$ cat config.mk
export PLATFORM = sky130hd
export DESIGN_NAME = dispatch
export DESIGN_NICKNAME = d
export VERILOG_FILES = /design/src/rtl/dispatch.sv
export SDC_FILE = /design/constraint.sdc
export NUM_CORES = 1
export LEC_CHECK = 0
export ABC_AREA = 1
export CORE_UTILIZATION = 48
export DETAILED_ROUTE_END_ITERATION = 16
export DONT_BUFFER_PORTS = 1
export GPL_TIMING_DRIVEN = 0
export PLACE_DENSITY_LB_ADDON = 0.1
export SLEW_MARGIN = 0
export SYNTH_ARGS = -nofsm -noshare
export SYNTH_HDL_FRONTEND = slang
export SYNTH_SLANG_ARGS = --single-unit
$ cat constraint.sdc
create_clock -name clk -period 5.3 [get_ports clk]
set_input_delay 1.06 -clock clk [delete_from_list [all_inputs] [get_ports clk]]
set_output_delay 1.06 -clock clk [all_outputs]
set_load 0.02 [all_outputs]
$ cat src/rtl/dispatch.sv
// Kernel block dispatcher: splits a latched thread count into fixed-size blocks and
// hands them to NUM_CORES compute cores, recycling each core as it retires its block.
module dispatch #(
  parameter int unsigned NUM_CORES         = 2,
  parameter int unsigned THREADS_PER_BLOCK = 4
) (
  input  logic                    clk,
  input  logic                    reset,
  input  logic                    start,
  input  logic [15:0]             thread_count,
  input  logic [NUM_CORES-1:0]    core_done,
  output logic [NUM_CORES-1:0]    core_start,
  output logic [NUM_CORES-1:0]    core_reset,
  output logic [NUM_CORES*16-1:0] core_block_id,
  output logic [NUM_CORES*5-1:0]  core_thread_count,
  output logic                    done
);

  localparam int unsigned TpbLog2 = $clog2(THREADS_PER_BLOCK);
  localparam logic [16:0] Tpb17   = 17'(THREADS_PER_BLOCK);

  typedef enum logic [1:0] {StIdle, StRun, StDone} state_e;

  state_e                     state_q, state_d;
  logic                       done_q, done_d;
  logic [15:0]                tc_q, tc_d;
  logic [16:0]                total_q, total_d;
  logic [16:0]                dispatched_q, dispatched_d;
  logic [16:0]                retired_q, retired_d;
  logic [NUM_CORES-1:0]       core_start_q, core_start_d;
  logic [NUM_CORES-1:0]       core_reset_q, core_reset_d;
  logic [NUM_CORES-1:0][15:0] block_id_q, block_id_d;
  logic [NUM_CORES-1:0][4:0]  block_tc_q, block_tc_d;

  // 17-bit ceil so 0xFFFF plus the rounding term cannot wrap.
  logic [16:0] blocks_calc;
  assign blocks_calc = ({1'b0, thread_count} + (Tpb17 - 17'd1)) >> TpbLog2;

  logic [16:0] block_base;
  logic [16:0] block_rem;

  always_comb begin
    state_d      = state_q;
    done_d       = done_q;
    tc_d         = tc_q;
    total_d      = total_q;
    dispatched_d = dispatched_q;
    retired_d    = retired_q;
    core_start_d = core_start_q;
    core_reset_d = core_reset_q;
    block_id_d   = block_id_q;
    block_tc_d   = block_tc_q;
    block_base   = '0;
    block_rem    = '0;

    unique case (state_q)
      StIdle: begin
        if (start) begin
          tc_d    = thread_count;
          total_d = blocks_calc;
          if (blocks_calc == 17'd0) begin
            state_d = StDone;
            done_d  = 1'b1;
          end else begin
            state_d = StRun;
          end
        end
      end
      StRun: begin
        // Cores are scanned in index order so lower cores take lower block ids.
        for (int i = 0; i < int'(NUM_CORES); i++) begin
          if (core_reset_q[i]) begin
            if (dispatched_d < total_q) begin
              block_base      = dispatched_d << TpbLog2;
              block_rem       = {1'b0, tc_q} - block_base;
              core_reset_d[i] = 1'b0;
              core_start_d[i] = 1'b1;
              block_id_d[i]   = dispatched_d[15:0];
              block_tc_d[i]   = (block_rem >= Tpb17) ? Tpb17[4:0] : block_rem[4:0];
              dispatched_d    = dispatched_d + 17'd1;
            end
          end else if (core_start_q[i] && core_done[i]) begin
            core_start_d[i] = 1'b0;
            core_reset_d[i] = 1'b1;
            retired_d       = retired_d + 17'd1;
          end
        end
        if (retired_d == total_q) begin
          state_d      = StDone;
          done_d       = 1'b1;
          core_start_d = '0;
          core_reset_d = '1;
        end
      end
      StDone: begin
        core_start_d = '0;
        core_reset_d = '1;
        if (!start) begin
          state_d      = StIdle;
          done_d       = 1'b0;
          total_d      = '0;
          dispatched_d = '0;
          retired_d    = '0;
        end
      end
      default: state_d = StIdle;
    endcase
  end

  always_ff @(posedge clk or negedge reset) begin
    if (!reset) begin
      state_q      <= StIdle;
      done_q       <= 1'b0;
      tc_q         <= '0;
      total_q      <= '0;
      dispatched_q <= '0;
      retired_q    <= '0;
      core_start_q <= '0;
      core_reset_q <= '1;
      block_id_q   <= '0;
      block_tc_q   <= '0;
    end else begin
      state_q      <= state_d;
      done_q       <= done_d;
      tc_q         <= tc_d;
      total_q      <= total_d;
      dispatched_q <= dispatched_d;
      retired_q    <= retired_d;
      core_start_q <= core_start_d;
      core_reset_q <= core_reset_d;
      block_id_q   <= block_id_d;
      block_tc_q   <= block_tc_d;
    end
  end

  assign core_start        = core_start_q;
  assign core_reset        = core_reset_q;
  assign core_block_id     = block_id_q;
  assign core_thread_count = block_tc_q;
  assign done              = done_q;

endmodule

# == After elaboration in Yosys (flattened, before gate mapping) ==
# Index checks and enable logic that the tools add are counted.
# op_classes
n_addsub,7
multipliers,0
div,0
magnitude_cmp,4
n_eq_ne,11
shifts,0
mux,44
bitwise,0
reduce_logical,16
# ops
operator,n
$mux W17,13
$pmux W17 S2,3
$add A17 B1 Y17 const B,4
$ge A17 B3 Y1 const B,2
$lt A17 B17 Y1,2
$sub A16 B17 Y17,2
$reduce_and A3 Y1,6
$add A16 B2 Y17 const B,1
$eq A17 B17 Y1,1
$logic_not A17 Y1,1
$mux W1,16
$ne A4 B4 Y1 const B,4
$mux W2,6
$mux W5,2
$ne A2 B2 Y1 const B,4
$pmux W2 S2,2
$pmux W2 S3,1
$reduce_and A5 Y1,1
$reduce_and A2 Y1,2
$reduce_bool A2 Y1,2
$pmux W1 S3,1
$reduce_bool A3 Y1,1
$eq A2 B1 Y1 const B,1
$eq A2 B2 Y1 const B,1
2 further kinds,3
# word_totals
register_bits,116
latchBits,0
ramBits,0
romBits,0
elab_cells,95
memories,0

# == Depth between registers and ports, before layout ==
# Gate-level depths: netlist of run 1.
# logic_depth
ltp_word,11
ltp_mapped,33

# == Least setup slack after synthesis of run 1 ==
# No wires, ideal clock.
# synth_timing
path_kind,register to register
startpoint,register dispatched_q[14]
endpoint,register block_tc_q (netlist bit core_thread_count[7])
t_arrival_ns,3.590
t_required_ns,5.173
setup_slack_ns,1.583
path_stages_with_launch,23
n_path_buf,0
synth_period_minus_slack_ns,3.717
cell_sequence,dfrtp_1 -> ha_1 -> nand2_1 -> nor3b_1 -> nand2_1 -> nor2_2 -> nand3_2 -> inv_2 -> nand2_1 -> xor2_1 -> ha_1 -> a21oi_1 -> nand2_1 -> a21boi_0 -> o21ai_0 -> a31oi_1 -> o21ai_0 -> xor2_1 -> nand2_1 -> nor2_1 -> nand2_1 -> nor2_1 -> o21ai_0
# synth_via
elab_chain_cells,7
word_cells_on_any_way,10
# synth_rtl
element,line_no,source
"start, declared",28,"logic [16:0] dispatched_q, dispatched_d;"
"start signal, assigned",127,dispatched_q <= dispatched_d;
$add A17 B1 Y17 / $lt A17 B17 Y1 (equally long branches),"80, 73",
$mux W17,73,if (dispatched_d < total_q) begin
$mux W17 *,72,if (core_reset_q[i]) begin
$mux W17 *,56,unique case (state_q)
$sub A16 B17 Y17,75,"block_rem = {1'b0, tc_q} - block_base;"
$ge A17 B3 Y1,79,block_tc_d[i] = (block_rem >= Tpb17) ? Tpb17[4:0] : block_rem[4:0];
$mux W5,79,
"end signal, assigned",132,block_tc_q <= block_tc_d;
"end, declared",33,"logic [NUM_CORES-1:0][4:0] block_tc_q, block_tc_d;"
# Every way passes the cells marked *; elsewhere a longest branch is shown, timed or not. The select of a mux whose other input is x is not followed.
# A chain may end at the register's enable or synchronous reset.

# == Worst setup path in the final report of run 1 ==
# layout_timing
startpoint,register total_q[12]
endpoint,register block_id_q (netlist bit core_block_id[25])
# layout_via
elab_chain_cells,6
# layout_rtl
element,line_no,source
"start, declared",27,"logic [16:0] total_q, total_d;"
"start signal, assigned",126,total_q <= total_d;
$lt A17 B17 Y1,73,
$mux W17,73,
$mux W17,72,
$mux W17,56,
$lt A17 B17 Y1,73,
$reduce_and A3 Y1 (no line),--,
"end signal, assigned",131,block_id_q <= block_id_d;
"end, declared",32,"logic [NUM_CORES-1:0][15:0] block_id_q, block_id_d;"
# Several ways; a longest one is shown, not always the timed one. The select of a mux whose other input is x is not followed.

==> impl_metrics.tcl, run 1 <==
set metrics [dict create \
    worstSetupPathType "reg2reg" \
    pwr-share-comb_pct 57.2 \
    wl_mm 26.6 \
    ctsHoldBuffers 0 \
    synth-edff-count 0 \
    async_flop_share_pct 100 \
    synth_xor_area_share_pct 5.40 \
    multi_input_area_um2 5210 \
    synth-seq-area-share_pct 32.8 \
    area_delta_synth_final_pct 9.48 \
    cts_max_path_buffers 2 \
    grt_max_degree 115 \
    cts_sinks 114 \
    fin_crit_sh_pct 95.3 \
    grt_pass1_vias 7575 \
    worst_ep_required_time_ns 5.58 \
    status "completed" \
    timing.final.max_slew_violations 0 \
    final_common_cell "nand2_1" \
    clk-insertion-delay-late_ns 0.43 \
    antenna_found_initial 0 \
    power_frac_seq_pct 26.0 \
    crit_arrival_ns 5.33 \
    tritoncts "built" \
    synth_top_family_by_area "simple AND/OR/NAND/NOR gates" \
    p_leak_nw 4.60 \
    drc_errors 0 \
    drtPass1Iterations 5 \
    synth_seq_cells 114 \
    power.switching_mw 3.22 \
    post_cts_buffers 0 \
    core_um2 17500 \
    grt_use_total_pct 29.9 \
    syn_area_per_cell_um2 7.03 \
    worst_slew_pin_slew_ns 1.04 \
    grt_overflow_total 0 \
    cp_max_fo 10 \
    dpl_worst_slack_ns 0.270 \
    drv_cap 0 \
    clock_tree.htree_level_count 4 \
    synth_cells 1239 \
    cts_made_buffers 17 \
    setup_violations 0 \
    drive_above_1_share_pct 6.93 \
    cts.clk_slew.worst_paths_ns 0.06 \
    layout_common_cells "349 x nand2_1, 144 x inv_1, 111 x dfrtp_1" \
    grt_pass1_wl_mm 41.6 \
    vdd_drop_max_uv 341 \
    fin_crit_ns 5.05 \
    synth_fa_ha_area_share_pct 9.51 \
    synthMuxAreaShare_pct 0.388 \
    fin_skew_ns 0.0100 \
    endpoint_kind "flop" \
    io_buffers 0 \
    clock_power_share_pct 16.8 \
    fill_cells 1772 \
    gp_congestion 0.925 \
    start_util_pct 49.7 \
    synth_simple_gate_area_share_pct 32.1 \
    num_rows 48 \
    hold_class "in2async" \
    final_nets 1344 \
    ys_warn_count 0 \
    layout_setup_ws_ns 0.250 \
    die_area_um2 18700 \
    antennaDiodeCount 0 \
    dp_hpwl_mm 20.6 \
    post-route-util_pct 54.4 \
    io_pins 68 \
    syn-cell-area_um2 8710 \
    drtIter0Drc 837 \
    routed_via_density 5.56 \
    internal_power_mw 2.95 \
    setup.worst_path.start_class "flop" \
    regArea_um2 2860 \
    fmax_mhz 198 \
    p_sw_share_pct 52.2 \
    hold_viol_final 0 \
    rrSetupSlack_ns 0.25 \
    relSlewSlack_pct 30.6 \
    die_x_um 137 \
    synthesis.nets 1325 \
    powerDensity_nw_per_um2 648 \
    synth-compound-area-share_pct 12.2 \
    synth_flop_cell "dfrtp_1" \
    root_buffer "clkbuf_16" \
    ys_types 48 \
    wl_per_cell_um 17.8 \
    vias 8311 \
    die_height_um 137 \
    drt.antenna.violating_nets 0 \
]
==> cell type report <==
cell class / instances / share of cell area, %
well taps: 225 / 2.95
plain buffers: 20 / 0.853
clock buffers: 18 / 4.50
clock inverters: 13 / 0.958
flip-flops and latches: 114 / 30.0
inverters: 156 / 6.14
multi-input cells: 949 / 54.6
==> per-stage QoR <==
step | hold slack [ns] | TNS (ns) | power (mW) | instances | instance area [um2]
floorplan | 0.476 | 0 | 4.09 | 1239 | 8710
global placement | 0.512 | 0 | 5.01 | 1464 | 8990
detailed placement | 0.517 | 0 | 5.06 | 1464 | 8990
CTS | 0.325 | 0 | 6.12 | 1495 | 9510
global route | 0.323 | -0.00344 | 6.72 | 1495 | 9540
finish | 0.328 | 0 | 6.18 | 1495 | 9540
==> cell usage after synthesis, types with 4 or more instances <==
cell,n,area [um2]
o22ai_1,25,156
clkbuf_1,17,63.8
o21ai_1,10,50.1
nor3_1,18,90.1
xnor2_1,7,61.3
nand2_1,349,1310
a21o_1,4,30.0
ha_1,63,788
clkinv_1,5,18.8
nand4_1,29,181
a21oi_1,44,220
nor2_2,10,62.6
inv_2,7,26.3
nand2_2,10,62.6
nand3_2,6,60.1
xor2_1,43,377
nor2_1,91,342
nand3_1,102,510
dfrtp_1,112,2800
o21ai_0,93,465
nor2_4,4,45.0
inv_1,144,541
==> power by group through the flow <==
stage,clock network (mW),logic [mW],registers (mW)
2_1_floorplan,0,2.61,1.48
3_3_place_gp,0,3.40,1.61
3_5_place_dp,0,3.45,1.61
4_1_cts,1.04,3.48,1.60
5_1_grt,1.08,3.99,1.65
6_report,1.04,3.53,1.61
==> layer usage <==
metal	GRT usage, %	wire length, um	up-vias
met2	43.0	11000	326
li1	-	-	4127
met5	0	0	-
met1	44.5	12800	3835
met4	8.40	347	0
met3	6.56	2370	23
==> worst max-delay path, stage by stage, from the launching register on <==
cell and delay, ns:
dfrtp_1 0.38, inv_1 0.16, ha_1 0.28, nand2_1 0.09, inv_1 0.04, nand2_1 0.05, nand2_1 0.08, nand2_1 0.06
nand2_1 0.08, nor2_2 0.15, nand3_2 0.19, inv_2 0.24, nand2_1 0.11, xor2_1 0.62, inv_1 0.10, ha_1 0.32
nand4_1 0.15, nor3_1 0.17, nand2_1 0.09, nand2_1 0.11, nand2_1 0.06, nand2_1 0.06, nand2_1 0.07, nand3_2 0.24
nor2_2 0.11, inv_2 0.20, clkbuf_1 0.50, o21ai_0 0.17
==> state kept, by name, indices dropped and copies added (netlist names) <==
name	count
retired_q	17
tc_q	16
core_thread_count	10
core_start	2
dispatched_q	17
state_q	2
core_reset	2
done	1
total_q	15
core_block_id	32
==> cells by family (layout without fill, tap and decap cells) <==
family                   after synthesis  in the layout
AND/OR/NAND/NOR                      635            635
AO/OA/AOI/OAI                        194            194
buffers and inverters                176            207
flip-flops                           114            114
adder cells (fa/ha/maj)               65             65
XOR/XNOR                              52             52
multiplexers                           3              3
==> path summary, 6_finish.rpt <==
kind	from	to	depth (start not counted)
worst max register to register	total_q[12]$_DFFE_PN0P_	core_block_id[25]$_DFFE_PN0P_	27
worst min register to register	state_q[0]$_DFFE_PN0P_	state_q[0]$_DFFE_PN0P_	2
worst max-delay path	total_q[12]$_DFFE_PN0P_	core_block_id[25]$_DFFE_PN0P_	27
worst min-delay path	reset	retired_q[13]$_DFFE_PN0P_	0
max in group asynchronous	reset	dispatched_q[14]$_DFFE_PN0P_	0
min in group clk	state_q[0]$_DFFE_PN0P_	state_q[0]$_DFFE_PN0P_	2
==> what timing repair did <==
item / 4_1_cts / 5_1_grt
endpoints found under the hold margin: 0 / 0
gates resized for setup: 0 / 4
setup endpoints to repair: 0 / 14
Note: power is estimated with default switching activity, not from simulation.
==> inputs of run 2 (changes only) <==
--- a/config.mk
+++ b/config.mk
@@ -5,7 +5,6 @@
 export SDC_FILE = /design/constraint.sdc
 export NUM_CORES = 1
 export LEC_CHECK = 0
-export ABC_AREA = 1
 export CORE_UTILIZATION = 48
 export DETAILED_ROUTE_END_ITERATION = 16
 export DONT_BUFFER_PORTS = 1
==> impl_metrics.tcl, run 2 <==
set metrics [dict create \
    ys_types 92 \
    synth_top_cell_by_area "dfrtp_1" \
    tritoncts "built" \
    cts_max_path_buffers 2 \
    synthTopCellsByCount "117 x nand2_1, 112 x dfrtp_1, 93 x o21ai_0, 71 x inv_1, 63 x ha_1" \
    synth_flop_cell "dfrtp_1" \
    wl_mm 25.7 \
    core_um2 18100 \
    synth-seq-area-share_pct 32.0 \
    endpoint_kind "flop" \
    drv_cap 0 \
    gp_congestion 0.907 \
    setup.worst_path.start_class "flop" \
    synth-edff-count 0 \
    fin_crit_ns 5.15 \
    grt_pass1_vias 7262 \
    synth.top_cell.area_share_pct 31.4 \
    syn-cell-area_um2 8930 \
    synth_most_common_cell "nand2_1" \
    cp_max_fo 6 \
    die_x_um 138 \
    final_common_cell "nand2_1" \
    relSlewSlack_pct 37.1 \
    synth_seq_cells 114 \
    root_buffer "clkbuf_16" \
    powerDensity_nw_per_um2 197 \
    grt_max_degree 115 \
    cts_made_buffers 17 \
    drive_above_1_share_pct 16.1 \
    worst_ep_required_time_ns 5.61 \
    antennaDiodeCount 0 \
    wl_per_cell_um 19.9 \
    setup_violations 0 \
    synthesis.nets 1092 \
    cts.clk_slew.worst_paths_ns 0.07 \
    timing.final.max_slew_violations 0 \
    synth.area.top_cells "dfrtp_1 31%, ha_1 8.8%, xnor2_1 5.9%" \
    worst_slew_pin_slew_ns 0.934 \
    layout_common_cells "117 x nand2_1, 108 x dfrtp_1, 91 x o21ai_0" \
    vias 7702 \
    dp_hpwl_mm 19.3 \
    grt_setup_unrepaired "true" \
    ctsHoldBuffers 0 \
    grt_pass1_wl_mm 40.4 \
    drtPass1Iterations 12 \
    start_util_pct 49.4 \
    die_height_um 138 \
    die_area_um2 19100 \
    fin_skew_ns 0.0119 \
    cts_sinks 114 \
    final_nets 1137 \
    fill_cells 1638 \
    drt.antenna.violating_nets 0 \
    drtIter0Drc 587 \
    async_flop_share_pct 100 \
    syn_area_per_cell_um2 8.87 \
    hold_class "in2async" \
    worstSetupPathType "reg2reg" \
    p_leak_nw 4.43 \
    violations "DRC" \
    largest_reg_flops 32 \
    io_buffers 0 \
    ys_warn_count 0 \
    antenna_found_initial 0 \
    hold_viol_final 0 \
    grt_use_total_pct 27.6 \
    routed_via_density 5.96 \
    synth_cells 1006 \
    area_delta_synth_final_pct 15.0 \
    grt_overflow_total 0 \
    dpl_worst_slack_ns -1.01 \
    status "finished with violations" \
    post-route-util_pct 56.8 \
    io_pins 68 \
    clk-insertion-delay-late_ns 0.43 \
    fmax_mhz 194 \
    fin_crit_sh_pct 97.2 \
    clock_tree.htree_level_count 4 \
    layout_setup_ws_ns 0.149 \
    drc_errors 4 \
    crit_arrival_ns 5.46 \
    vdd_drop_max_uv 210 \
    num_rows 49 \
]
==> run 2: changes by cell type after synthesis, sizes merged, moves of 13 or more <==
cell,delta
nand2,-242
mux2,+14
a21o,+13
xnor2,+56
xor2,-23
inv,-80
nor4,+14
o22ai,-25
nand3,-83
and2,+14
nor2,-59
==> run 2: critical path, stage by stage (launching register included) <==
cell and delay [ns]:
dfrtp_2 0.45, inv_4 0.10, ha_4 0.20, a21o_1 0.17, a2111oi_4 0.31, o21ai_1 0.14, o21bai_4 0.25, a211oi_4 0.35
nand3_2 0.18, xnor2_2 0.25, inv_2 0.08, ha_4 0.24, a21o_1 0.15, a21o_1 0.15, a21o_1 0.15, a21o_1 0.17
a32oi_2 0.23, nand4_1 0.20, nor2_4 0.25, nand4_1 0.29, or3_1 0.44, a32o_1 0.26
==> run 2: area by class of cell <==
class / count / area (um2) / share of cell area, %
plain buffers: 36 / 165 / 1.61
clock buffers: 17 / 425 / 4.14
clock inverters: 15 / 149 / 1.45
inverters: 71 / 273 / 2.66
multi-input cells: 784 / 5900 / 57.5
flip-flops and latches: 114 / 2860 / 27.9
well taps: 229 / 287 / 2.79
repair buffers: 27 / 206 / 2.01
==> run 2: per-layer routing <==
metal  up-vias  routed length [um]  GRT usage, %
met3        24                1770          4.92
met4         0                 353          7.63
met5         -                   0             0
met1      3675               12400          41.2
met2       264               11200          40.8
li1       3739                   -             -
==> run 2: timing repair <==
| item | in CTS | in global routing |
|---|---|---|
| pin swaps | 10 | 20 |
| gates resized for setup | 23 | 30 |
| gates cloned | 0 | 0 |
| buffers inserted | 14 | 13 |
| endpoints found under the setup margin | 39 | 35 |
==> run 2: stage by stage <==
stage               instances  setup TNS (ns)  area (um2)  power, mW  hold slack, ns
floorplan                1006               0        8930      0.895           0.450
global placement         1235          -24.86        9210      0.897           0.466
detailed placement       1235          -26.47        9210      0.897           0.479
CTS                      1280               0       10000       2.04           0.318
global route             1293         -0.0354       10300       2.08           0.315
finish                   1293               0       10300       2.02           0.322
==> run 2: logic make-up after synthesis <==
logic type,count (synthesis),synth area share [%]
simple gates,344,20.5
compound gates,261,20.4
flops,114,32.0
buf+inv,108,4.86
xor+xnor,90,10.0
fa+ha+maj,65,9.28
mux,24,2.93
==> run 2: path summary, 6_finish.rpt <==
| kind | startpoint | endpoint | slack [ns] | depth (start not counted) |
|---|---|---|---|---|
| max | total_q[13]$_DFFE_PN0P_ | dispatched_q[11]$_DFFE_PN0P_ | 0.15 | 21 |
| min | reset | dispatched_q[15]$_DFFE_PN0P_ | 0.32 | 0 |
| max reg2reg | total_q[13]$_DFFE_PN0P_ | dispatched_q[11]$_DFFE_PN0P_ | 0.15 | 21 |
| min reg2reg | total_q[6]$_DFFE_PN0P_ | total_q[6]$_DFFE_PN0P_ | 0.48 | 2 |
| max in group asynchronous | reset | core_block_id[17]$_DFFE_PN0P_ | 4.69 | 0 |
| min in group clk | total_q[6]$_DFFE_PN0P_ | total_q[6]$_DFFE_PN0P_ | 0.48 | 2 |
==> run 2: where the power goes <==
group	internal, mW	switching, mW	leakage, nW
Clock	0.659	0.483	0.276
Sequential	0.870	0	1.50
Combinational	0.00528	0.00520	2.65
